[src/rtl/pipe_stage_buf.sv]
// Elastic PC/IR pipeline stage: main register plus one-entry skid buffer,
// valid/ready handshake, flush-to-bubble and a saturating stall counter.
module pipe_stage_buf #(
    parameter int              PC_WIDTH  = 16,
    parameter int              IR_WIDTH  = 16,
    parameter logic [IR_WIDTH-1:0] NOP_IR = '0,
    parameter int              CNT_WIDTH = 8
) (
    input  logic                 CLK,
    input  logic                 Reset,
    input  logic                 InValid,
    output logic                 InReady,
    input  logic [PC_WIDTH-1:0]  IPC,
    input  logic [IR_WIDTH-1:0]  IIR,
    input  logic                 Flush,
    output logic                 OutValid,
    input  logic                 OutReady,
    output logic [PC_WIDTH-1:0]  OPC,
    output logic [IR_WIDTH-1:0]  OIR,
    output logic [1:0]           Occupancy,
    output logic [CNT_WIDTH-1:0] StallCnt
);

    typedef enum logic [1:0] {
        EMPTY = 2'd0,
        ONE   = 2'd1,
        FULL  = 2'd2
    } state_t;

    state_t                state_reg, state_next;
    logic [PC_WIDTH-1:0]   main_pc_reg, skid_pc_reg;
    logic [IR_WIDTH-1:0]   main_ir_reg, skid_ir_reg;
    logic [CNT_WIDTH-1:0]  stall_cnt_reg;

    logic accept, take;
    logic load_main_in, load_skid, load_main_skid;

    // State register
    always_ff @(posedge CLK or negedge Reset) begin
        if (!Reset) begin
            state_reg <= EMPTY;
        end else begin
            state_reg <= state_next;
        end
    end

    // Next-state logic; flush overrides every transition
    always_comb begin
        state_next = state_reg;
        if (Flush) begin
            state_next = EMPTY;
        end else begin
            case (state_reg)
                EMPTY: if (accept) state_next = ONE;
                ONE: begin
                    if (accept && !take)      state_next = FULL;
                    else if (take && !accept) state_next = EMPTY;
                end
                FULL:  if (take) state_next = ONE;
                default: state_next = EMPTY;
            endcase
        end
    end

    // Output / datapath-control logic; ready depends on registered state only
    always_comb begin
        InReady        = (state_reg != FULL);
        OutValid       = (state_reg != EMPTY);
        Occupancy      = state_reg;
        OPC            = main_pc_reg;
        OIR            = OutValid ? main_ir_reg : NOP_IR;
        StallCnt       = stall_cnt_reg;
        accept         = InValid && InReady;
        take           = OutValid && OutReady;
        load_main_in   = !Flush && accept &&
                         ((state_reg == EMPTY) || ((state_reg == ONE) && take));
        load_skid      = !Flush && accept && (state_reg == ONE) && !take;
        load_main_skid = !Flush && (state_reg == FULL) && take;
    end

    // Main register keeps its last PC after it empties so OPC stays stable
    always_ff @(posedge CLK or negedge Reset) begin
        if (!Reset) begin
            main_pc_reg <= '0;
            main_ir_reg <= '0;
        end else if (load_main_in) begin
            main_pc_reg <= IPC;
            main_ir_reg <= IIR;
        end else if (load_main_skid) begin
            main_pc_reg <= skid_pc_reg;
            main_ir_reg <= skid_ir_reg;
        end
    end

    always_ff @(posedge CLK or negedge Reset) begin
        if (!Reset) begin
            skid_pc_reg <= '0;
            skid_ir_reg <= '0;
        end else if (load_skid) begin
            skid_pc_reg <= IPC;
            skid_ir_reg <= IIR;
        end
    end

    // Stall counter survives flush; only reset clears it
    always_ff @(posedge CLK or negedge Reset) begin
        if (!Reset) begin
            stall_cnt_reg <= '0;
        end else if (OutValid && !OutReady && (stall_cnt_reg != {CNT_WIDTH{1'b1}})) begin
            stall_cnt_reg <= stall_cnt_reg + 1'b1;
        end
    end

endmodule
[config.mk]
export PLATFORM = sky130hd
export DESIGN_NAME = pipe_stage_buf
export DESIGN_NICKNAME = d
export VERILOG_FILES = /design/src/rtl/pipe_stage_buf.sv
export SDC_FILE = /design/constraint.sdc
export NUM_CORES = 1
export LEC_CHECK = 0
export BUFFER_PORTS_ARGS = -buffer_cell sky130_fd_sc_hd__buf_2
export CORE_MARGIN = 10
export CORE_UTILIZATION = 53
export CTS_CLUSTER_DIAMETER = 200
export DETAILED_ROUTE_END_ITERATION = 8
export GPL_TIMING_DRIVEN = 0
export PLACE_DENSITY = 0.78
export RECOVER_POWER = 100
export SLEW_MARGIN = 20
export SYNTH_ARGS = -nofsm -noshare
export SYNTH_HDL_FRONTEND = slang
export SYNTH_SLANG_ARGS = --single-unit
[constraint.sdc]
create_clock -name CLK -period 1.8 [get_ports CLK]
set_input_delay 0.18 -clock CLK [delete_from_list [all_inputs] [get_ports CLK]]
set_output_delay 0.18 -clock CLK [all_outputs]
set_load 0.01 [all_outputs]
Yosys cells after proc, flatten, opt, wreduce, memory -nomap -nowiden
Index checks and enable logic that the tools add are counted.
Widths: inputs -> output; s select.

cells by class
  add/sub/neg operators = 1
  reduce and logical (&&, ||, !) cells = 22
  mux-type cells = 11
  equal/unequal tests = 7

operators by type and width
  kind                 number
  $mux 16              5
  $logic_and 1x1->1    13
  $mux 2               5
  $add 8x1->8 const B  1
  $ne 8x8->1 const B   1
  $ne 3x3->1 const B   2
  $pmux 2 s3           1
  $logic_not 1->1      4
  $ne 4x4->1 const B   1
  $reduce_bool 2->1    2
  $reduce_and 3->1     1
  $eq 2x1->1 const B   1
  $eq 2x2->1 const B   1
  $logic_not 2->1      1
  $ne 2x2->1 const B   1
  $logic_or 1x1->1     1

storage, ports and cells
  flip-flop bits (word level) = 74
  logic and storage cells = 47
  output and inout bits = 44

Longest topological paths before layout
Gate-level depths: netlist of the first run.

  word-level depth = 8
  gate-level depth with buffers = 7

Worst setup path before layout of the first run
Ideal clock, no wire load.

  kind = reg2reg
  start = register state_reg[0] (netlist: Occupancy[0])
  end = register main_pc_reg[0] (netlist: OPC[0])
  buffers on the path = 3
  library setup time = 137 ps
  period minus slack after synthesis = 1594 ps
  data required time = 1663 ps
  stages on the path, launching flop included = 8
  path slack = 206 ps
  data arrival time = 1457 ps
  cell sequence = dfrtp_1 > buf_2 > nand2b_4 > nor3b_2 > buf_4 > buf_8 > mux2i_1 > a21oi_1

between the ends
  elaborated cells between the ends (all ways) = 15
  classes of those cells = eq/ne (3); mux (1); reduce/logical (11)

RTL lines
  element                                       line  RTL
  from (decl)                                   30    state_t state_reg, state_next;
  from (signal assigned)                        43    state_reg <= state_next;
  $ne 2x2->1 (*)                                67    InReady = (state_reg != FULL);
  via InReady                                   12    output logic InReady,
  $logic_and 1x1->1 (*)                         73    accept = InValid && InReady;
  $logic_and 1x1->1 (*) (2 in series)           75    load_main_in = !Flush && accept &&
  $mux 16 or $reduce_bool 2->1 (tied branches)  n/a
  to (signal assigned)                          90    main_pc_reg <= skid_pc_reg;
  to (decl)                                     31    logic [PC_WIDTH-1:0] main_pc_reg, skid_pc_reg;

The timed path passes the listed nets; every way through them passes the cells marked *.
A chain may end at the register's enable or synchronous reset.

Final worst setup path of the first run
  start = register state_reg[1] (netlist: Occupancy[1])
  end = register skid_pc_reg[9]

between the ends
  longest elaborated chain between the ends = 5
  elaborated cells between the ends (all ways) = 9
  classes of those cells = eq/ne (2); reduce/logical (7)

RTL lines
  element                          line  RTL
  $ne 2x2->1                       67
  $logic_and 1x1->1                73
  $logic_and 1x1->1 (2 in series)  77    load_skid = !Flush && accept && (state_reg == ONE) && !take;
  $logic_and 1x1->1 (*)            77
  to (signal assigned)             97    skid_pc_reg <= '0;
  to (signal assigned)             100   skid_pc_reg <= IPC;
  to (decl)                        31

Every way passes the cells marked *; elsewhere a longest branch is shown, timed or not.

==> key figures, run 1 <==
Clock network
  • Total CTS buffers: 9
  • CTS clk-pin slew, worst paths: 80 ps
  • Htree depth: 3
  • Skew-Pair Late Insertion Delay: 350 ps
  • CTS Sinks: 74
  • Root Buffer: clkbuf_8
  • Clock Tree Buf Depth: 2
  • CTS tree: built

Placement
  • Final HPWL from detailed placement: 5.29 mm
  • Port Buffers: 79
  • Routability Congestion: 0.752
  • Placed cell count: 432
  • Pre-CTS setup slack: -78.1 ps

Critical path
  • CP Launch Type: flip-flop
  • Critical path, cell by cell: nor3b_2, nand3b_1, buf_2, mux2_2
  • Buf/Inv on CP: 1
  • Worst path max stage delay: 490 ps
  • Largest fanout on the critical path: 10
  • WP data arrival: 1930 ps
  • Crit path max-delay family: simple AND/OR/NAND/NOR gates
  • Critical path class: flip-flop to flip-flop
  • Critical Path End Type: flip-flop
  • WP data required: 2030 ps
  • Slowest CP cell: dfrtp_2

Synth
  • Sequential element share of the synthesized area: 55.7%
  • Post-Syn Area: 0.00332 mm2
  • Synth warn: 0
  • Syn_nets: 315
  • Syn avg cell area: 12.0 um2
  • Mapped Cells: 277
  • Distinct cells, synth: 33
  • Yosys reg bits: 74

STA
  • Fin worst setup slack: 101 ps
  • Final Critical Period: 1700 ps
  • Worst-Margin Slew: 1270 ps
  • Setup TNS: 0 ps
  • Final Setup Violations: 0
  • RSZ-0062 raised after global routing: false
  • Slew margin rel.: 15.3%
  • Min Hold Slack: 57.1 ps
  • Fin crit share: 94.4%
  • Maximum clock rate: 0.588 GHz
  • Worst clock skew: 7.64 ps
  • Max-slew violation count: 0
  • Final hold viol count: 0

Die
  • Starting density of the core: 55.5%
  • Boundary Pins: 81
  • Die width: 99.2 um
  • Core area: 0.00599 mm2
  • Num rows: 28
  • Die area: 0.00984 mm2
  • DIE HEIGHT: 99.2 um

Final layout
  • Fin cells: 453
  • Synthesis-to-layout area growth: 23.2%
  • Fill cell count: 477
  • Fraction of layout cells with a size suffix above 1: 31.5%
  • Diodes inserted: 0
  • Multi-input gate area: 0.00136 mm2
  • Register area: 0.00185 mm2
  • NumNets Final: 411

Route
  • DRT iter0 DRCs: 66
  • Antenna Nets Post-Route: 0
  • Vias after detailed routing: 2318
  • Detailed-router iteration count before antenna repair: 4
  • Post-DR wirelength/cell: 16.3 um
  • Total Wirelength: 7.39 mm
  • Vias/cell: 5.12
  • DRC viols: 0

Power and ir drop
  • Maximum vdd drop: 761 uV
  • Pwr Total: 0.00474 W
  • Leak: 1.80 nW
  • PD cells: 1160 mW/mm2

Min path
  • HP Class: primary input to flip-flop

Global route
  • Grt ovf: 0
  • Number of global-route vias before repair: 2354
  • Global-route wire length before repair: 12.1 mm
  • Pin count of the biggest net entering global routing: 55
  • Initial antenna violation count: 0
  • Overall Global Routing Usage: 15.1%

Outcome
  • Outcome: complete, no violations

Run
  • Max_cap viols: 0
power breakdown:
part / internal [W] / switching, W / total (W) / leakage, nW
Combinational: 0.000488 / 0.000469 / 0.000956 / 0.820
Clock: 0.000857 / 0.000611 / 0.00147 / 0.117
Sequential: 0.00207 / 0.000247 / 0.00231 / 0.866
layout make-up:
class / count / share of cell area (%)
Clock buffer: 12 / 3.79
Clock inverter: 4 / 1.80
Multi-Input combinational cell: 184 / 33.2
Sequential cell: 74 / 45.2
Timing Repair Buffer: 85 / 10.5
Tap cell: 75 / 2.29
Inverter: 3 / 0.275
Buffer: 16 / 2.87
what timing repair did:
| item | CTS | global route |
|---|---|---|
| pin swaps | 1 | 1 |
| endpoints found under the setup margin | 44 | 55 |
| hold buffers | 1 | 0 |
| resized for setup | 4 | 8 |
| setup buffers | 2 | 2 |
| hold endpoints to repair | 20 | 0 |
cell usage in the layout (no fill, tap or decap), types with 7 or more instances in the layout:
cell      count
mux2i_1      32
nor2b_1      12
clkbuf_2      7
clkbuf_1     38
a21oi_1      36
dfrtp_1      73
nor2_1       35
mux2_2       34
clkbuf_8     11
buf_2        45
cell usage after synthesis:
library cell  instances  area (um2)
buf_8                 3        45.0
xnor2_1               3        26.3
nand3_1               3        15.0
a21oi_1              36         180
o21ba_1               1        10.0
o21ai_0               1        5.00
buf_4                 1        7.51
and2b_1               5        37.5
dfrtp_1              74        1850
nor3b_2               2        25.0
nand2b_4              1        13.8
xor2_1                2        17.5
clkbuf_1              4        15.0
nor3b_1               2        15.0
nand4_1               1        6.26
o21ai_1               1        5.00
mux2_2               34         383
or3_1                 1        6.26
ha_1                  1        12.5
and4_1                1        8.76
or2_2                 1        6.26
nor2_1               35         131
nor2_2                1        6.26
inv_1                 3        11.3
nand2_1               3        11.3
nor2b_1              12        75.1
and3_1                1        6.26
nand3b_1              1        7.51
buf_2                 8        40.0
mux2i_1              32         320
o22a_1                1        8.76
a211oi_1              1        7.51
nor3_1                1        5.00
cell families after synthesis:
logic type / count (synthesis) / share of synthesized area (%)
flip-flops: 74 / 55.7
AND/OR/NAND/NOR: 71 / 11.3
multiplexers: 66 / 21.2
AO/OA/AOI/OAI: 41 / 6.51
buffers and inverters: 19 / 3.58
XOR/XNOR: 5 / 1.32
adder cells (fa/ha/maj): 1 / 0.376
stage by stage:
step / area (um2) / util [%]
2_1_floorplan: 3320 / -
3_3_place_gp: 3810 / 63.6
3_5_place_dp: 3840 / 64.1
4_1_cts: 4120 / 68.8
5_1_grt: 4100 / 68.4
6_report: 4100 / 68.4
per-layer routing:
layer	wire, um	track usage [%]
met2	3500	23.3
met3	487	5.67
met4	48	5.29
met1	3350	19.1
met5	0	0
path summary, 6_finish.rpt:
check                                         startpoint                     endpoint  slack, ps  depth (start not counted)
worst min-delay path                               Flush     Occupancy[0]$_DFFE_PN0P_         60                          2
worst max-delay path            Occupancy[1]$_DFFE_PN0P_   skid_pc_reg[9]$_DFFE_PN0P_        100                          4
max in group asynchronous                          Reset     Occupancy[1]$_DFFE_PN0P_        300                          3
worst min register to register   StallCnt[5]$_DFFE_PN0P_      StallCnt[5]$_DFFE_PN0P_        510                          1
min in group asynchronous                          Reset  skid_pc_reg[12]$_DFFE_PN0P_        630                          2
worst max register to register  Occupancy[1]$_DFFE_PN0P_   skid_pc_reg[9]$_DFFE_PN0P_        100                          4
Power figures use the tool's default switching activity.
==> run 2: changes to the inputs <==
- PLACE_DENSITY: 0.78 -> 0.91
==> key figures, run 2 (synthesis gave the netlist of run 1 again) <==
Outcome
  • Outcome: complete, no violations

Die
  • Die area: 0.00984 mm2
  • DIE HEIGHT: 99.2 um
  • Core area: 0.00599 mm2
  • Num rows: 28
  • Starting density of the core: 55.5%
  • Boundary Pins: 81
  • Die width: 99.2 um

Critical path
  • CP startpoint: Occupancy[1]$_DFFE_PN0P_
  • WP data required: 2020 ps
  • WP data arrival: 1950 ps
  • Critical path class: flip-flop to flip-flop
  • Reg2reg start: Occupancy[1]$_DFFE_PN0P_
  • FF-to-FF setup slack: 70 ps
  • Largest fanout on the critical path: 10
  • Worst r2r dst: skid_ir_reg[1]$_DFFE_PN0P_
  • CP Launch Type: flip-flop
  • Critical Path End Type: flip-flop
  • R2R depth: 4
  • Critical Path Sink: skid_ir_reg[1]$_DFFE_PN0P_

Min path
  • HP Class: primary input to flip-flop
  • Hold Startpoint: Flush

Global route
  • Number of global-route vias before repair: 2547
  • Overall Global Routing Usage: 15.5%
  • M3 GR Usage: 4.22%
  • Met2 Usage GRT: 26.2%
  • Global-route wire length before repair: 12.5 mm
  • Gr busiest metal: met2
  • GR Util met1: 17.7%
  • Initial antenna violation count: 0
  • Grt ovf: 0
  • Pin count of the biggest net entering global routing: 59

Final layout
  • Synthesis-to-layout area growth: 22.2%
  • Fraction of layout cells with a size suffix above 1: 34.5%
  • NumNets Final: 412
  • Post-layout util: 67.8%
  • Leading cell type in the layout, fill and taps excluded: dfrtp_1
  • Commonest cells after routing, fill and taps aside: dfrtp_1 (73), buf_2 (59), a21oi_1 (36)
  • Diodes inserted: 0
  • Fin cells: 452

Placement
  • Port Buffers: 79
  • Pre-CTS setup slack: -67.1 ps
  • Final HPWL from detailed placement: 5.45 mm
  • Placed cell count: 432
  • Routability Congestion: 0.835

STA
  • Final hold viol count: 0
  • Max-slew violation count: 0
  • Worst clock skew: 9.05 ps
  • Fin worst setup slack: 74.8 ps
  • Final Critical Period: 1730 ps
  • Fin crit share: 95.8%
  • Worst-Margin Slew: 877 ps
  • Maximum clock rate: 0.580 GHz
  • Final Setup Violations: 0
  • Slew margin rel.: 41.5%

Route
  • Antenna Nets Post-Route: 0
  • Post-DR wirelength/cell: 17.0 um
  • Vias after detailed routing: 2375
  • DRT iter0 DRCs: 72
  • Vias/cell: 5.25
  • Detailed-router iteration count before antenna repair: 4
  • Total Wirelength: 7.69 mm
  • DRC viols: 0

Power and ir drop
  • Maximum vdd drop: 648 uV
  • Pwr Total: 0.00456 W
  • Leak: 1.82 nW
  • Sequential power share: 50.9%
  • Internal power: 0.00325 W
  • PD cells: 1120 mW/mm2
  • Clock power frac: 27.8%
  • Sw power: 0.00131 W
  • Switch share: 28.7%
  • Logic pwr share: 21.3%

Clock network
  • Root Buffer: clkbuf_8
  • Clock Tree Buf Depth: 2
  • Htree depth: 3
  • Total CTS buffers: 9
  • CTS clk-pin slew, worst paths: 80 ps
  • Skew-Pair Late Insertion Delay: 340 ps
  • CTS tree: built
  • CTS Sinks: 74

Run
  • Max_cap viols: 0
[run 2: worst min-delay path by stage]
stage,endpoint,depth (start not counted)
after floorplan,OPC[0]$_DFFE_PN0P_,0
after global placement,Occupancy[0]$_DFFE_PN0P_,2
after detailed placement,skid_pc_reg[12]$_DFFE_PN0P_,1
after CTS,Occupancy[0]$_DFFE_PN0P_,2
after global routing,Occupancy[0]$_DFFE_PN0P_,2
final,Occupancy[0]$_DFFE_PN0P_,2
[run 2: worst max-delay path, cell delays in order (launching register included)]
cell and delay [ps]:
dfrtp_2 490, nor3b_2 270, nand3b_1 250, buf_2 300
mux2_2 310
[run 2: power by group through the flow]
stage / clock network [W] / logic, W / registers (W)
after floorplan: 0 / 0.000557 / 0.00235
after global placement: 0 / 0.000948 / 0.00231
after detailed placement: 0 / 0.00100 / 0.00234
after CTS: 0.00129 / 0.00102 / 0.00231
after global routing: 0.00137 / 0.00108 / 0.00237
final: 0.00127 / 0.000969 / 0.00232
[run 2: through the flow]
stage | hold WS, ps | setup TNS (ps) | cell area [um2]
6_report | 69.5 | 0 | 4060
5_1_grt | 51.9 | -7.40 | 4060
4_1_cts | 55.7 | 0 | 4060
3_5_place_dp | 63.0 | -1110 | 3840
3_3_place_gp | 405 | -99.9 | 3810
2_1_floorplan | -116 | 0 | 3320
[run 2: cell type report]
type | count | area, um2
buffer | 16 | 126
clock buffer | 11 | 151
clock inverter | 3 | 40.0
fill | 483 | 1930
inverter | 3 | 11.3
multi-input combinational | 184 | 1370
sequential | 74 | 1850
tap | 75 | 93.8
timing repair buffer | 86 | 420
[run 2: metal layers]
metal | up-vias | wire, um
li1 | 1148 | -
met1 | 1155 | 3190
met2 | 60 | 3900
met3 | 12 | 443
met4 | 0 | 163
met5 | - | 0
[run 2: what timing repair did]
action	in CTS	in global routing
hold buffers	1	0
pin swaps	1	1
endpoints found under the hold margin	16	0
endpoints found under the setup margin	45	71
gates resized for setup	4	12
buffers inserted	0	5
==> run 3: changes to the inputs <==
- BUFFER_PORTS_ARGS: -buffer_cell sky130_fd_sc_hd__buf_2 -> unset
- CORE_UTILIZATION: 53 -> 61
- DONT_BUFFER_PORTS: unset -> 1
- PLACE_DENSITY: 0.91 -> 0.89
==> key figures, run 3 (synthesis gave the netlist of run 1 again) <==
Outcome
  • Outcome: complete, but fails checks
  • Failing checks: negative hold slack

Clock network
  • Root Buffer: clkbuf_8
  • CTS Hold Bufs: 33
  • Skew-Pair Late Insertion Delay: 350 ps
  • CTS clk-pin slew, worst paths: 80 ps
  • CTS tree: built
  • Htree depth: 3
  • Clock Tree Buf Depth: 2
  • CTS Sinks: 74
  • Total CTS buffers: 9

Power and ir drop
  • Leak: 1.72 nW
  • Pwr Total: 0.00458 W
  • Maximum vdd drop: 821 uV
  • PD cells: 1120 mW/mm2

Global route
  • Global-route wire length before repair: 12.2 mm
  • Number of global-route vias before repair: 2385
  • Grt ovf: 0
  • Overall Global Routing Usage: 17.8%
  • Initial antenna violation count: 0
  • Pin count of the biggest net entering global routing: 75

STA
  • Worst clock skew: 5.04 ps
  • Final Setup Violations: 0
  • Final hold viol count: 74
  • Maximum clock rate: 0.570 GHz
  • Max-slew violation count: 0
  • Fin crit share: 97.4%
  • Slew margin rel.: 71.5%
  • Worst-Margin Slew: 428 ps
  • Final Critical Period: 1750 ps
  • Min Hold Slack: -477 ps
  • RSZ-0062 raised after global routing: true

Critical path
  • Crit path max-delay family: buffers and inverters
  • Worst path max stage delay: 440 ps
  • Critical Path End Type: flip-flop
  • WP data required: 2020 ps
  • Critical path class: flip-flop to flip-flop
  • WP data arrival: 1970 ps
  • CP startpoint: Occupancy[0]$_DFFE_PN0P_
  • CP Launch Type: flip-flop
  • Largest fanout on the critical path: 10
  • Critical path, cell by cell: buf_6, nand2b_4, nor3b_2, buf_6, buf_12, mux2i_2, a21oi_1
  • Slowest CP cell: dfrtp_2
  • Buf/Inv on CP: 3
  • Most frequent CP cell: buf_6
  • Reg2reg start: Occupancy[0]$_DFFE_PN0P_

Route
  • Vias/cell: 5.61
  • Antenna Nets Post-Route: 0
  • Total Wirelength: 7.68 mm
  • Post-DR wirelength/cell: 19.2 um
  • DRC viols: 0
  • DRT iter0 DRCs: 71
  • Vias after detailed routing: 2243
  • Detailed-router iteration count before antenna repair: 4

Die
  • DIE HEIGHT: 93.8 um
  • Boundary Pins: 81
  • Num rows: 26
  • Die width: 93.8 um
  • Starting density of the core: 63.8%
  • Core area: 0.00520 mm2
  • Die area: 0.00880 mm2

Min path
  • HP Class: primary input to async pin

Final layout
  • NumNets Final: 363
  • Fraction of layout cells with a size suffix above 1: 23.9%
  • Leading cell type in the layout, fill and taps excluded: dfrtp_1
  • Fin cells: 400
  • Commonest cells after routing, fill and taps aside: dfrtp_1 (72), a21oi_1 (36), nor2_1 (35)
  • Synthesis-to-layout area growth: 22.7%
  • Diodes inserted: 0

Run
  • Max_cap viols: 0

Placement
  • Routability Congestion: 0.798
  • Placed cell count: 347
  • Port Buffers: 0
  • Final HPWL from detailed placement: 4.94 mm
run 3: cell count changes in the layout (fill, tap and decap cells not counted), moves of 2 or more:
cell | before | now
buf_8 | 2 | 0
clkbuf_1 | 27 | 1
buf_2 | 59 | 5
dlygate4sd3_1 | 1 | 33
buf_12 | 1 | 3
run 3: layer usage:
layer  up-vias  track usage, %  part of all wire, %
li1       1054               -                    -
met3        11            6.79                  8.2
met4         0            7.59                  1.5
met2        77            29.6                   50
met5         -               0                    0
met1      1101            20.0                   40
run 3: worst paths after layout:
check	end	slack, ps	cells past startpoint
min in group CLK	OPC[10]$_DFFE_PN0P_	40	2
worst max register to register	OPC[5]$_DFFE_PN0P_	50	7
worst max-delay path	OPC[5]$_DFFE_PN0P_	50	7
max in group asynchronous	Occupancy[1]$_DFFE_PN0P_	2160	0
worst min-delay path	skid_pc_reg[7]$_DFFE_PN0P_	-480	0
worst min register to register	skid_ir_reg[11]$_DFFE_PN0P_	510	1
run 3: worst reg2reg max path, delay by kind of cell, from the launching register on:
kind,cells,cell delay [ps]
AOI/OAI and AO/OA,1,100
muxes,1,220
buffers and inverters,3,500
DFF,1,440
and+or+nand+nor,2,360
run 3: what timing repair did:
item,in CTS,in global routing
endpoints found under the setup margin,42,71
pin swaps,0,2
endpoints found under the hold margin,139,74
gates resized for setup,9,17
cloned,0,1
setup buffers,1,2
run 3: power by group:
| group | switching [W] | internal, W | leakage [nW] | total (W) |
|---|---|---|---|---|
| clock | 0.000587 | 0.000814 | 0.109 | 0.00140 |
| sequential | 0.000364 | 0.00207 | 0.864 | 0.00243 |
| combinational | 0.000320 | 0.000428 | 0.743 | 0.000748 |
run 3: cell type report:
cell class,instances,area (um2)
Buffer,16,145
Clock buffer,11,141
Clock inverter,5,77.6
Fill cell,332,1130
Inverter,3,11.3
Multi-Input combinational cell,184,1380
Sequential cell,74,1850
Tap cell,70,87.6
Timing Repair Buffer,37,378
run 3: per-stage QoR:
stage               util (%)  setup TNS, ps  setup WS, ps  instance area [um2]  hold WS [ps]
floorplan                  -              0           206                 3320          -116
global placement        65.5          -4070          -145                 3410          -113
detailed placement      65.5          -4720          -185                 3410          -114
CTS                     76.8              0          10.4                 4000          -495
global route            78.4          -88.6         -38.1                 4080          -500
finish                  78.4              0          47.1                 4080          -477
